$ cat config.mk
export PLATFORM = sky130hd
export DESIGN_NAME = simon_autoplayer_flat
export DESIGN_NICKNAME = d
export VERILOG_FILES = /design/src/rtl/simon_autoplayer_if.sv /design/src/rtl/simon_autoplayer.sv /design/src/flat_wrapper.sv
export SDC_FILE = /design/constraint.sdc
export NUM_CORES = 1
export LEC_CHECK = 0
export BUFFER_PORTS_ARGS = -buffer_cell sky130_fd_sc_hd__buf_2
export CAP_MARGIN = 20
export CORE_MARGIN = 2
export CORE_UTILIZATION = 62
export DETAILED_ROUTE_END_ITERATION = 12
export PLACE_DENSITY = 0.81
export SLEW_MARGIN = 0
export SYNTH_ARGS = -nofsm -noshare
export SYNTH_HDL_FRONTEND = slang
export SYNTH_SLANG_ARGS = --single-unit
$ cat constraint.sdc
create_clock -name clk -period 9.43 [get_ports clk]
set_input_delay 1.4145 -clock clk [delete_from_list [all_inputs] [get_ports clk]]
set_output_delay 1.4145 -clock clk [all_outputs]
set_load 0.01 [all_outputs]
$ cat src/rtl/simon_autoplayer_if.sv
// Game-side link of the simon autoplayer: LEDs from the game, buttons to it.
// master = autoplayer (reads led_in, drives btn); slave = game side.
interface simon_autoplayer_if;
  logic [3:0] led_in;
  logic [3:0] btn;

  modport master (
    input  led_in,
    output btn
  );

  modport slave (
    output led_in,
    input  btn
  );
endinterface

$ cat src/rtl/simon_autoplayer.sv
// Simon autoplayer: records the game's LED playback, replays it as presses.
// Ports: clk/rst, ticks_per_milli, enable, start, miss_at, game link, status.
module simon_autoplayer #(
  parameter int DEPTH    = 128,
  parameter int PRESS_MS = 100,
  parameter int GAP_MS   = 300,
  parameter int IDLE_MS  = 250,
  parameter int LW       = $clog2(DEPTH + 1)
) (
  input  logic          clk,
  input  logic          rst,
  input  logic [15:0]   ticks_per_milli,
  input  logic          enable,
  input  logic          start,
  input  logic [LW-1:0] miss_at,
  simon_autoplayer_if.master game,
  output logic [LW-1:0] level,
  output logic          busy,
  output logic          game_over,
  output logic          overflow
);

  localparam int AW = (DEPTH > 1) ? $clog2(DEPTH) : 1;
  localparam logic [LW-1:0] ONE = LW'(1);

  typedef enum logic [2:0] {
    S_IDLE,
    S_START_PRESS,
    S_OBSERVE,
    S_REPLAY_PRESS,
    S_REPLAY_GAP,
    S_GAME_OVER,
    S_OVERFLOW
  } state_e;

  state_e        state_q, state_d;
  logic [3:0]    btn_q, btn_d;
  logic [LW-1:0] level_q, level_d;
  logic          busy_q, busy_d;
  logic          go_q, go_d;
  logic          ovf_q, ovf_d;
  logic [LW-1:0] wr_ptr_q, wr_ptr_d;
  logic [LW-1:0] rd_ptr_q, rd_ptr_d;
  logic [15:0]   pre_q, pre_d;
  logic [15:0]   ms_q, ms_d;
  logic [3:0]    led_prev_q, led_prev_d;

  logic [1:0]    seq_q [DEPTH];
  logic          seq_we;
  logic [1:0]    seq_wdata;

  logic [3:0]    led;
  logic          multi;
  logic          onehot;
  logic [1:0]    led_idx;
  logic [15:0]   tpm_last;
  logic          pre_last;
  logic          press_done;
  logic          gap_done;
  logic          idle_done;
  logic          tick_clr;
  logic          miss;
  logic [1:0]    sel;

  assign led      = game.led_in;
  assign multi    = |(led & (led - 4'd1));
  assign onehot   = (led != 4'd0) && !multi;
  assign tpm_last = (ticks_per_milli < 16'd2) ? 16'd0
                                              : ticks_per_milli - 16'd1;
  assign pre_last   = pre_q >= tpm_last;
  assign press_done = pre_last && (ms_q >= 16'(PRESS_MS - 1));
  assign gap_done   = pre_last && (ms_q >= 16'(GAP_MS - 1));
  assign idle_done  = pre_last && (ms_q >= 16'(IDLE_MS - 1));

  always_comb begin
    led_idx = 2'd0;
    priority case (1'b1)
      led[0]:  led_idx = 2'd0;
      led[1]:  led_idx = 2'd1;
      led[2]:  led_idx = 2'd2;
      led[3]:  led_idx = 2'd3;
      default: led_idx = 2'd0;
    endcase
  end

  always_comb begin
    state_d    = state_q;
    level_d    = level_q;
    go_d       = go_q;
    ovf_d      = ovf_q;
    wr_ptr_d   = wr_ptr_q;
    rd_ptr_d   = rd_ptr_q;
    led_prev_d = led;
    seq_we     = 1'b0;
    seq_wdata  = led_idx;
    btn_d      = 4'd0;
    miss       = 1'b0;
    sel        = 2'd0;

    if (!enable) begin
      state_d = S_IDLE;
    end else begin
      unique case (state_q)
        S_IDLE, S_GAME_OVER, S_OVERFLOW: begin
          if (start) begin
            state_d  = S_START_PRESS;
            wr_ptr_d = '0;
            go_d     = 1'b0;
            ovf_d    = 1'b0;
          end
        end
        S_START_PRESS: begin
          if (press_done) state_d = S_OBSERVE;
        end
        S_OBSERVE: begin
          if (multi) begin
            state_d = S_GAME_OVER;
          end else if (onehot && led != led_prev_q) begin
            if (wr_ptr_q == LW'(DEPTH)) begin
              state_d = S_OVERFLOW;
            end else begin
              seq_we   = 1'b1;
              wr_ptr_d = wr_ptr_q + ONE;
            end
          end else if (led == 4'd0 && idle_done
                       && wr_ptr_q != '0) begin
            state_d  = S_REPLAY_PRESS;
            rd_ptr_d = '0;
          end
        end
        S_REPLAY_PRESS: begin
          if (press_done) state_d = S_REPLAY_GAP;
        end
        S_REPLAY_GAP: begin
          if (multi) begin
            state_d = S_GAME_OVER;
          end else if (gap_done) begin
            rd_ptr_d = rd_ptr_q + ONE;
            if (rd_ptr_q + ONE == wr_ptr_q) begin
              level_d  = wr_ptr_q;
              wr_ptr_d = '0;
              state_d  = S_OBSERVE;
            end else begin
              state_d = S_REPLAY_PRESS;
            end
          end
        end
        default: state_d = S_IDLE;
      endcase
    end

    if (state_d == S_GAME_OVER) go_d = 1'b1;
    if (state_d == S_OVERFLOW)  ovf_d = 1'b1;

    // Button drive follows the next state so every output is registered.
    if (state_d == S_START_PRESS) btn_d = 4'b0001;
    if (state_d == S_REPLAY_PRESS) begin
      miss = (miss_at != '0) && (miss_at == wr_ptr_q)
             && (rd_ptr_d == wr_ptr_q - ONE);
      sel   = seq_q[rd_ptr_d[AW-1:0]] + {1'b0, miss};
      btn_d = 4'b0001 << sel;
    end

    busy_d = (state_d == S_START_PRESS) || (state_d == S_OBSERVE)
          || (state_d == S_REPLAY_PRESS) || (state_d == S_REPLAY_GAP);

    // Timers restart on state entry; lit LEDs restart the dark timer.
    tick_clr = (state_d != state_q)
            || (state_q == S_OBSERVE && led != 4'd0);
    pre_d = (tick_clr || pre_last) ? 16'd0 : pre_q + 16'd1;
    if (tick_clr)
      ms_d = 16'd0;
    else if (pre_last && ms_q != 16'hFFFF)
      ms_d = ms_q + 16'd1;
    else
      ms_d = ms_q;
  end

  always_ff @(posedge clk) begin
    if (rst) begin
      state_q    <= S_IDLE;
      btn_q      <= 4'd0;
      level_q    <= '0;
      busy_q     <= 1'b0;
      go_q       <= 1'b0;
      ovf_q      <= 1'b0;
      wr_ptr_q   <= '0;
      rd_ptr_q   <= '0;
      pre_q      <= 16'd0;
      ms_q       <= 16'd0;
      led_prev_q <= 4'd0;
    end else begin
      state_q    <= state_d;
      btn_q      <= btn_d;
      level_q    <= level_d;
      busy_q     <= busy_d;
      go_q       <= go_d;
      ovf_q      <= ovf_d;
      wr_ptr_q   <= wr_ptr_d;
      rd_ptr_q   <= rd_ptr_d;
      pre_q      <= pre_d;
      ms_q       <= ms_d;
      led_prev_q <= led_prev_d;
    end
  end

  always_ff @(posedge clk) begin
    if (seq_we) seq_q[wr_ptr_q[AW-1:0]] <= seq_wdata;
  end

  assign game.btn  = btn_q;
  assign level     = level_q;
  assign busy      = busy_q;
  assign game_over = go_q;
  assign overflow  = ovf_q;

endmodule

$ cat src/flat_wrapper.sv
// flat-port wrapper written by rule: the top's interface ports become plain ports
module simon_autoplayer_flat 
#(
  parameter int DEPTH    = 128,
  parameter int PRESS_MS = 100,
  parameter int GAP_MS   = 300,
  parameter int IDLE_MS  = 250,
  parameter int LW       = $clog2(DEPTH + 1)
)
  (clk, rst, ticks_per_milli, enable, start, miss_at, level, busy, game_over, overflow, game_led_in, game_btn);
  simon_autoplayer_if game_i ();
  input  logic clk;
  input  logic rst;
  input  logic [15:0] ticks_per_milli;
  input  logic enable;
  input  logic start;
  input  logic [LW-1:0] miss_at;
  output logic [LW-1:0] level;
  output logic busy;
  output logic game_over;
  output logic overflow;
  input wire logic [$bits(game_i.led_in)-1:0] game_led_in;
  output wire logic [$bits(game_i.btn)-1:0] game_btn;
  assign game_i.led_in = game_led_in;
  assign game_btn = game_i.btn;
  simon_autoplayer #(.DEPTH(DEPTH), .PRESS_MS(PRESS_MS), .GAP_MS(GAP_MS), .IDLE_MS(IDLE_MS), .LW(LW)) u_core (.clk(clk), .rst(rst), .ticks_per_milli(ticks_per_milli), .enable(enable), .start(start), .miss_at(miss_at), .game(game_i), .level(level), .busy(busy), .game_over(game_over), .overflow(overflow));
endmodule
=== Yosys cells after proc, flatten, opt, wreduce, memory -nomap -nowiden ===
Memories as Yosys holds them, arrays and structs flattened.
Index checks and enable logic that the tools add are counted.

* Register bits: 70
* Bits in latches: 0
* Memory bits (writable): 256
* Bits in read-only memories: 0
* Input port bits: 32
* Output and inout bits: 15
* Word-level logic and storage cells: 137
* Memories: 1

* $add $sub $neg: 8
* Multiply operators: 0
* Divide/modulo/power cells: 0
* Order comparisons: 5
* Equality and inequality tests: 26
* Shift-type cells: 1
* Mux-type cells: 46
* Bitwise gates (word level): 2
* Reduce and logical (&&, ||, !) cells: 37

{| class="wikitable"
|+ Memories
! name !! words !! width !! read ports !! clocked after Yosys merged registers in !! write ports !! RTL line !! RTL
|-
| u_core.seq_q || 128 || 2 || 1 || 0 || 1 || simon_autoplayer.sv:48 || <nowiki>logic [1:0] seq_q [DEPTH];</nowiki>
|}

{| class="wikitable"
|+ Operators by type and width
! kind !! number
|-
| 8-bit 2-to-1 mux || 13
|-
| 16-bit by 1-bit adder with 16-bit output (second input constant) || 2
|-
| 3-bit 2-to-1 mux || 10
|-
| 8-bit equality test || 3
|-
| 8-bit one-hot mux with 3 select lines || 1
|-
| 3-bit equality test (second input constant) || 6
|-
| 8-bit by 1-bit adder with 8-bit output (second input constant) || 2
|-
| 16-bit >= comparator || 1
|-
| 16-bit by 7-bit >= comparator with 1-bit output (second input constant) || 1
|-
| 16-bit by 8-bit >= comparator with 1-bit output (second input constant) || 1
|-
| 16-bit by 9-bit >= comparator with 1-bit output (second input constant) || 1
|-
| 16-bit by 2-bit less-than comparator with 1-bit output (second input constant) || 1
|-
| 16-bit 2-to-1 mux || 1
|-
| 16-bit inequality test (second input constant) || 1
|-
| 8-bit one-hot mux with 2 select lines || 1
|-
| 8-bit nonzero test || 2
|-
| 16-bit by 1-bit subtractor with 16-bit output (second input constant) || 1
|-
| 3-bit one-hot mux with 5 select lines || 1
|-
| 1-bit 2-to-1 mux || 14
|-
| 3-bit by 2-bit equality test with 1-bit output (second input constant) || 4
|-
| 2-bit nonzero test || 6
|-
| 1-bit logical AND || 11
|-
| 9-bit AND reduction || 1
|-
| 8-bit equality test (second input constant) || 1
|-
| other kinds (24) || 39
|}

=== Longest topological paths before layout ===
* Word-level depth: 16
* Mapped depth: 30

=== Least setup slack after synthesis ===
OpenSTA, ideal clock, no wires.

* Path kind: in2reg
* Start point: in game_led_in[1]
* End point: mem u_core.seq_q[0][1] (data pin)
* Setup time: 1.153 ns
* Arrival: 6.441 ns
* Path slack: 1.836 ns
* Cell stages on the path: 2
* Buffers on the path: 1
* Cells stage by stage: clkbuf_2 > nor3_1

* Cells in the longest elaborated chain, start to end: 2

{| class="wikitable"
|+ RTL lines
! element !! RTL line !! RTL
|-
| start: declaration || flat_wrapper.sv:22 || <nowiki>input wire logic [$bits(game_i.led_in)-1:0] game_led_in;</nowiki>
|-
| 2-bit 2-to-1 mux (2 in a row) || simon_autoplayer.sv:77 || <nowiki>priority case (1'b1)</nowiki>
|-
| via u_core.led_idx[1] || simon_autoplayer.sv:55 || <nowiki>logic [1:0] led_idx;</nowiki>
|-
| end: declaration || simon_autoplayer.sv:48 ||
|}

The timed path passes the listed nets, and every way through them passes these cells.

=== Worst setup path after layout ===
* Start point: in ticks_per_milli[10]
* End point: reg u_core.btn_q[0], in the netlist u_core.game.btn[0]

* Cells in the longest elaborated chain, start to end: 16
* Elaborated cells between the ends (all ways): 34

{| class="wikitable"
|+ RTL lines
! element !! RTL line !! RTL
|-
| start: declaration || flat_wrapper.sv:14 || <nowiki>input logic [15:0] ticks_per_milli;</nowiki>
|-
| 16-bit by 1-bit subtractor with 16-bit output or 16-bit by 2-bit less-than comparator with 1-bit output (tied branches) || simon_autoplayer.sv:69, simon_autoplayer.sv:68 ||
|-
| 16-bit 2-to-1 mux (*) || simon_autoplayer.sv:68 || <nowiki>assign tpm_last = (ticks_per_milli < 16'd2) ? 16'd0</nowiki>
|-
| 16-bit >= comparator (*) || simon_autoplayer.sv:70 || <nowiki>assign pre_last = pre_q >= tpm_last;</nowiki>
|-
| parallel branches: the longest is 12 deep, another holds memory 128 x 2 bit || -- ||
|-
| 4-bit 2-to-1 mux (*) || simon_autoplayer.sv:157 || <nowiki>if (state_d == S_REPLAY_PRESS) begin</nowiki>
|-
| end signal: assignment || simon_autoplayer.sv:194 || <nowiki>btn_q <= btn_d;</nowiki>
|-
| end: declaration || simon_autoplayer.sv:37 || <nowiki>logic [3:0] btn_q, btn_d;</nowiki>
|}

Every way passes the cells marked *.
A chain may end at the register's enable or synchronous reset.

==> results.json <==
{
  "antenna_found_initial": 0,
  "tns_ps": 0,
  "viasPerCell": 6.432,
  "post-synth-top-area-cell": "edfxtp_1",
  "grt_busiest_layer": "met2",
  "status": "completed",
  "start_util": 0.6299,
  "vdd_drop_max_mv": 0.1995,
  "synth_async_sr_flop_share": 0,
  "drive_above_1_share": 0.09605,
  "ys.flop_type": "edfxtp_1",
  "hold_violations": 0,
  "portBuffers": 46,
  "r2r_slack_ps": 3920,
  "critPathBufInv": 1,
  "area_growth_pct": 9.541,
  "grt_pass1_vias": 11280,
  "cts_buffers": 35,
  "rsz0062_at_grt": "false",
  "drv_slew": 0,
  "grt_max_degree": 89,
  "die_h_um": 163.7,
  "cts-resized-gates": 0,
  "path_max_fanout": 19,
  "crit-reg2reg-launch": "u_core.wr_ptr_q[0]",
  "wl_per_cell_um": 21.11,
  "die-area_um2": 26800,
  "grt-ovfl-total": 0,
  "wl_um": 39050,
  "clk_latency_ps": 530,
  "seq_area_frac_synth": 0.5747,
  "p_per_area_nw_per_um2": 173.2,
  "yosys_warnings": 0,
  "worstMarginPinSlew_ps": 1206,
  "slew_headroom": 0.1937,
  "path_class": "in2reg",
  "nNetsFinal": 1553,
  "hold_end": "u_core.game_over",
  "io-pin-count": 47,
  "max_cap_viol_count": 0,
  "setup_viol": 0,
  "synth-edff-count": 256,
  "max_freq_ghz": 0.1277,
  "fin_crit_sh": 0.8306,
  "use_met3": 0.04621,
  "synth_most_common_cell": "edfxtp_1",
  "drc": 0,
  "synth_common_cells": "256 x edfxtp_1, 239 x nor2_1, 223 x nand2_1",
  "post_synth_num_cell_types": 87,
  "drt_iter0_markers": 1379,
  "yosysTopAreaCellShare": 0.4861,
  "cp.required_ps": 9850,
  "hold_depth": 2,
  "ant_nets": 0,
  "cts_root_buf": "clkbuf_16",
  "dr.pass1.iters": 5,
  "endpoint_kind": "flop",
  "h-tree-depth": 2,
  "max_stage_delay_ps": 800,
  "r2r_cells": 20,
  "path_cells": "buf_2, or4_1, nor4_1, nand2b_1, or4b_2, and2_1, ha_1, nand2b_1, a2111oi_1, nor4b_2, o31a_1, o21ai_1, a21oi_4, nor2_1, a32oi_1, nand2_1, a21oi_1, nor4_1, a21oi_1, a31o_2, ha_1, nor2_1, nand3b_1, o211ai_1",
  "hpwl_um": 23860,
  "postCtsHoldBufs": 0,
  "use_met2": 0.4775,
  "post_cts_buffers": 0,
  "synth_fp_nets": 1553,
  "fp.dieW_um": 163.7,
  "row_count": 58,
  "power_leakage_nw": 5.837,
  "period_minus_slack_ps": 7833,
  "grt_pass1_wl_um": 60600,
  "clkTransAtPathRegs_ps": 50,
  "critPathLaunchType": "input pin",
  "diodes": 0,
  "vias": 11900,
  "hp-start": "u_core.game_over",
  "gp_congestion": 0.9165,
  "hold_class": "reg2reg",
  "cts.sinks": 326,
  "cp_slowest_cell": "nor2_1",
  "syn_inst": 1495,
  "crit_family": "simple AND/OR/NAND/NOR gates",
  "finClkSkew_ps": 26.67,
  "arrival_ps": 8250,
  "cts_tree": "done",
  "synth_area_um2": 15820,
  "grtUsageTotal": 0.2922,
  "clock_path_buffers": 3,
  "final_core_util": 0.6900,
  "avgSynthCellArea_um2": 10.58,
  "r2r-end": "u_core.game.btn[0]",
  "core_um2": 25110,
  "synth_seq_cells": 326,
  "gr-usage-met1": 0.3905,
  "cp.depth": 24,
  "ys_top_cells_by_area": "edfxtp_1 49%, dfxtp_1 8.9%, nor2_1 5.7%, nand2_1 5.3%, xnor2_1 2.6%"
}
[worst max-delay path by stage]
stage	startpoint	end
6_report	ticks_per_milli[10]	u_core.game.btn[0]
5_1_grt	ticks_per_milli[10]	u_core.game.btn[0]
4_1_cts	ticks_per_milli[10]	u_core.game.btn[0]
3_5_place_dp	ticks_per_milli[10]	u_core.game.btn[0]
3_3_place_gp	ticks_per_milli[10]	u_core.game.btn[0]
2_1_floorplan	game_led_in[1]	u_core.seq_q[0][1]
[routing by layer]
layer,share of wire,up-vias
met5,0,-
met4,0.040,0
met3,0.092,125
met2,0.47,670
met1,0.40,5697
li1,-,5408
[worst min-delay path: cells and delay by family (launching register included)]
family           cells  cell delay, ps
AND/OR/NAND/NOR      1              40
flip-flops           1             320
AO/OA/AOI/OAI        1              50
[state kept, by name (all words and copies together) (netlist names)]
register / flops
u_core.busy: 1
u_core.game.btn: 4
u_core.game_over: 1
u_core.led_prev_q: 4
u_core.level: 8
u_core.ms_q: 16
u_core.overflow: 1
u_core.pre_q: 16
u_core.rd_ptr_q: 8
u_core.seq_q: 256
u_core.state_q: 3
u_core.wr_ptr_q: 8
[per-stage QoR]
step                power, mW  hold WS [ps]  worst slack [ps]  std cells  instance area, um^2
floorplan               1.634         440.9              1836       1495                15820
global placement        1.654         436.6              1451       1787                16150
detailed placement      1.656         437.8              1181       1787                16150
CTS                     3.012         450.7              1676       1849                17300
global route            3.076         483.1              1207       1850                17320
finish                  3.000         444.9              1597       1850                17320
[power by group]
part	internal (mW)	switching, mW
clock network	0.818	0.555
logic	0.0219	0.0493
registers	1.55	0.00267
[cell usage in the layout (no fill, tap or decap), types with 5 or more instances in the layout]
| cell type | instances |
|---|---|
| and3_1 | 44 |
| nand3_1 | 66 |
| clkbuf_1 | 6 |
| nand2_1 | 221 |
| nor2b_1 | 10 |
| a21o_1 | 5 |
| nand4_1 | 11 |
| a32oi_1 | 5 |
| buf_2 | 46 |
| nand2b_1 | 14 |
| nor3_1 | 26 |
| buf_4 | 16 |
| a2111oi_0 | 6 |
| inv_1 | 19 |
| a21oi_1 | 36 |
| xnor2_1 | 47 |
| mux2i_1 | 31 |
| xor2_1 | 35 |
| or4_1 | 6 |
| a31oi_1 | 13 |
| or3_1 | 10 |
| o21ai_0 | 15 |
| nor4_1 | 16 |
| edfxtp_1 | 256 |
| clkbuf_16 | 35 |
| a211oi_1 | 35 |
| ha_1 | 26 |
| a311oi_1 | 22 |
| o211ai_1 | 8 |
| nor2_1 | 238 |
| clkinv_2 | 8 |
| dfxtp_1 | 70 |
| a211o_1 | 7 |
[kinds of logic after synthesis]
| family | count (synthesis) | share of synthesized area |
|---|---|---|
| and+or+nand+nor | 693 | 0.1984 |
| DFF | 326 | 0.5747 |
| AOI/OAI and AO/OA | 209 | 0.09953 |
| buffers and inverters | 120 | 0.03489 |
| xor gates and xnor gates | 83 | 0.04644 |
| muxes | 37 | 0.02484 |
| adders and majority gates | 27 | 0.02120 |
[area by class of cell]
class	instances	area, um^2
flip-flops and latches	326	9089
fillers	1837	7785
multi-input cells	1049	6206
clock buffers	44	939.7
well taps	330	412.9
repair buffers	64	397.9
clock inverters	18	207.7
inverters	19	71.32
Note: power is estimated with default switching activity, not from simulation.
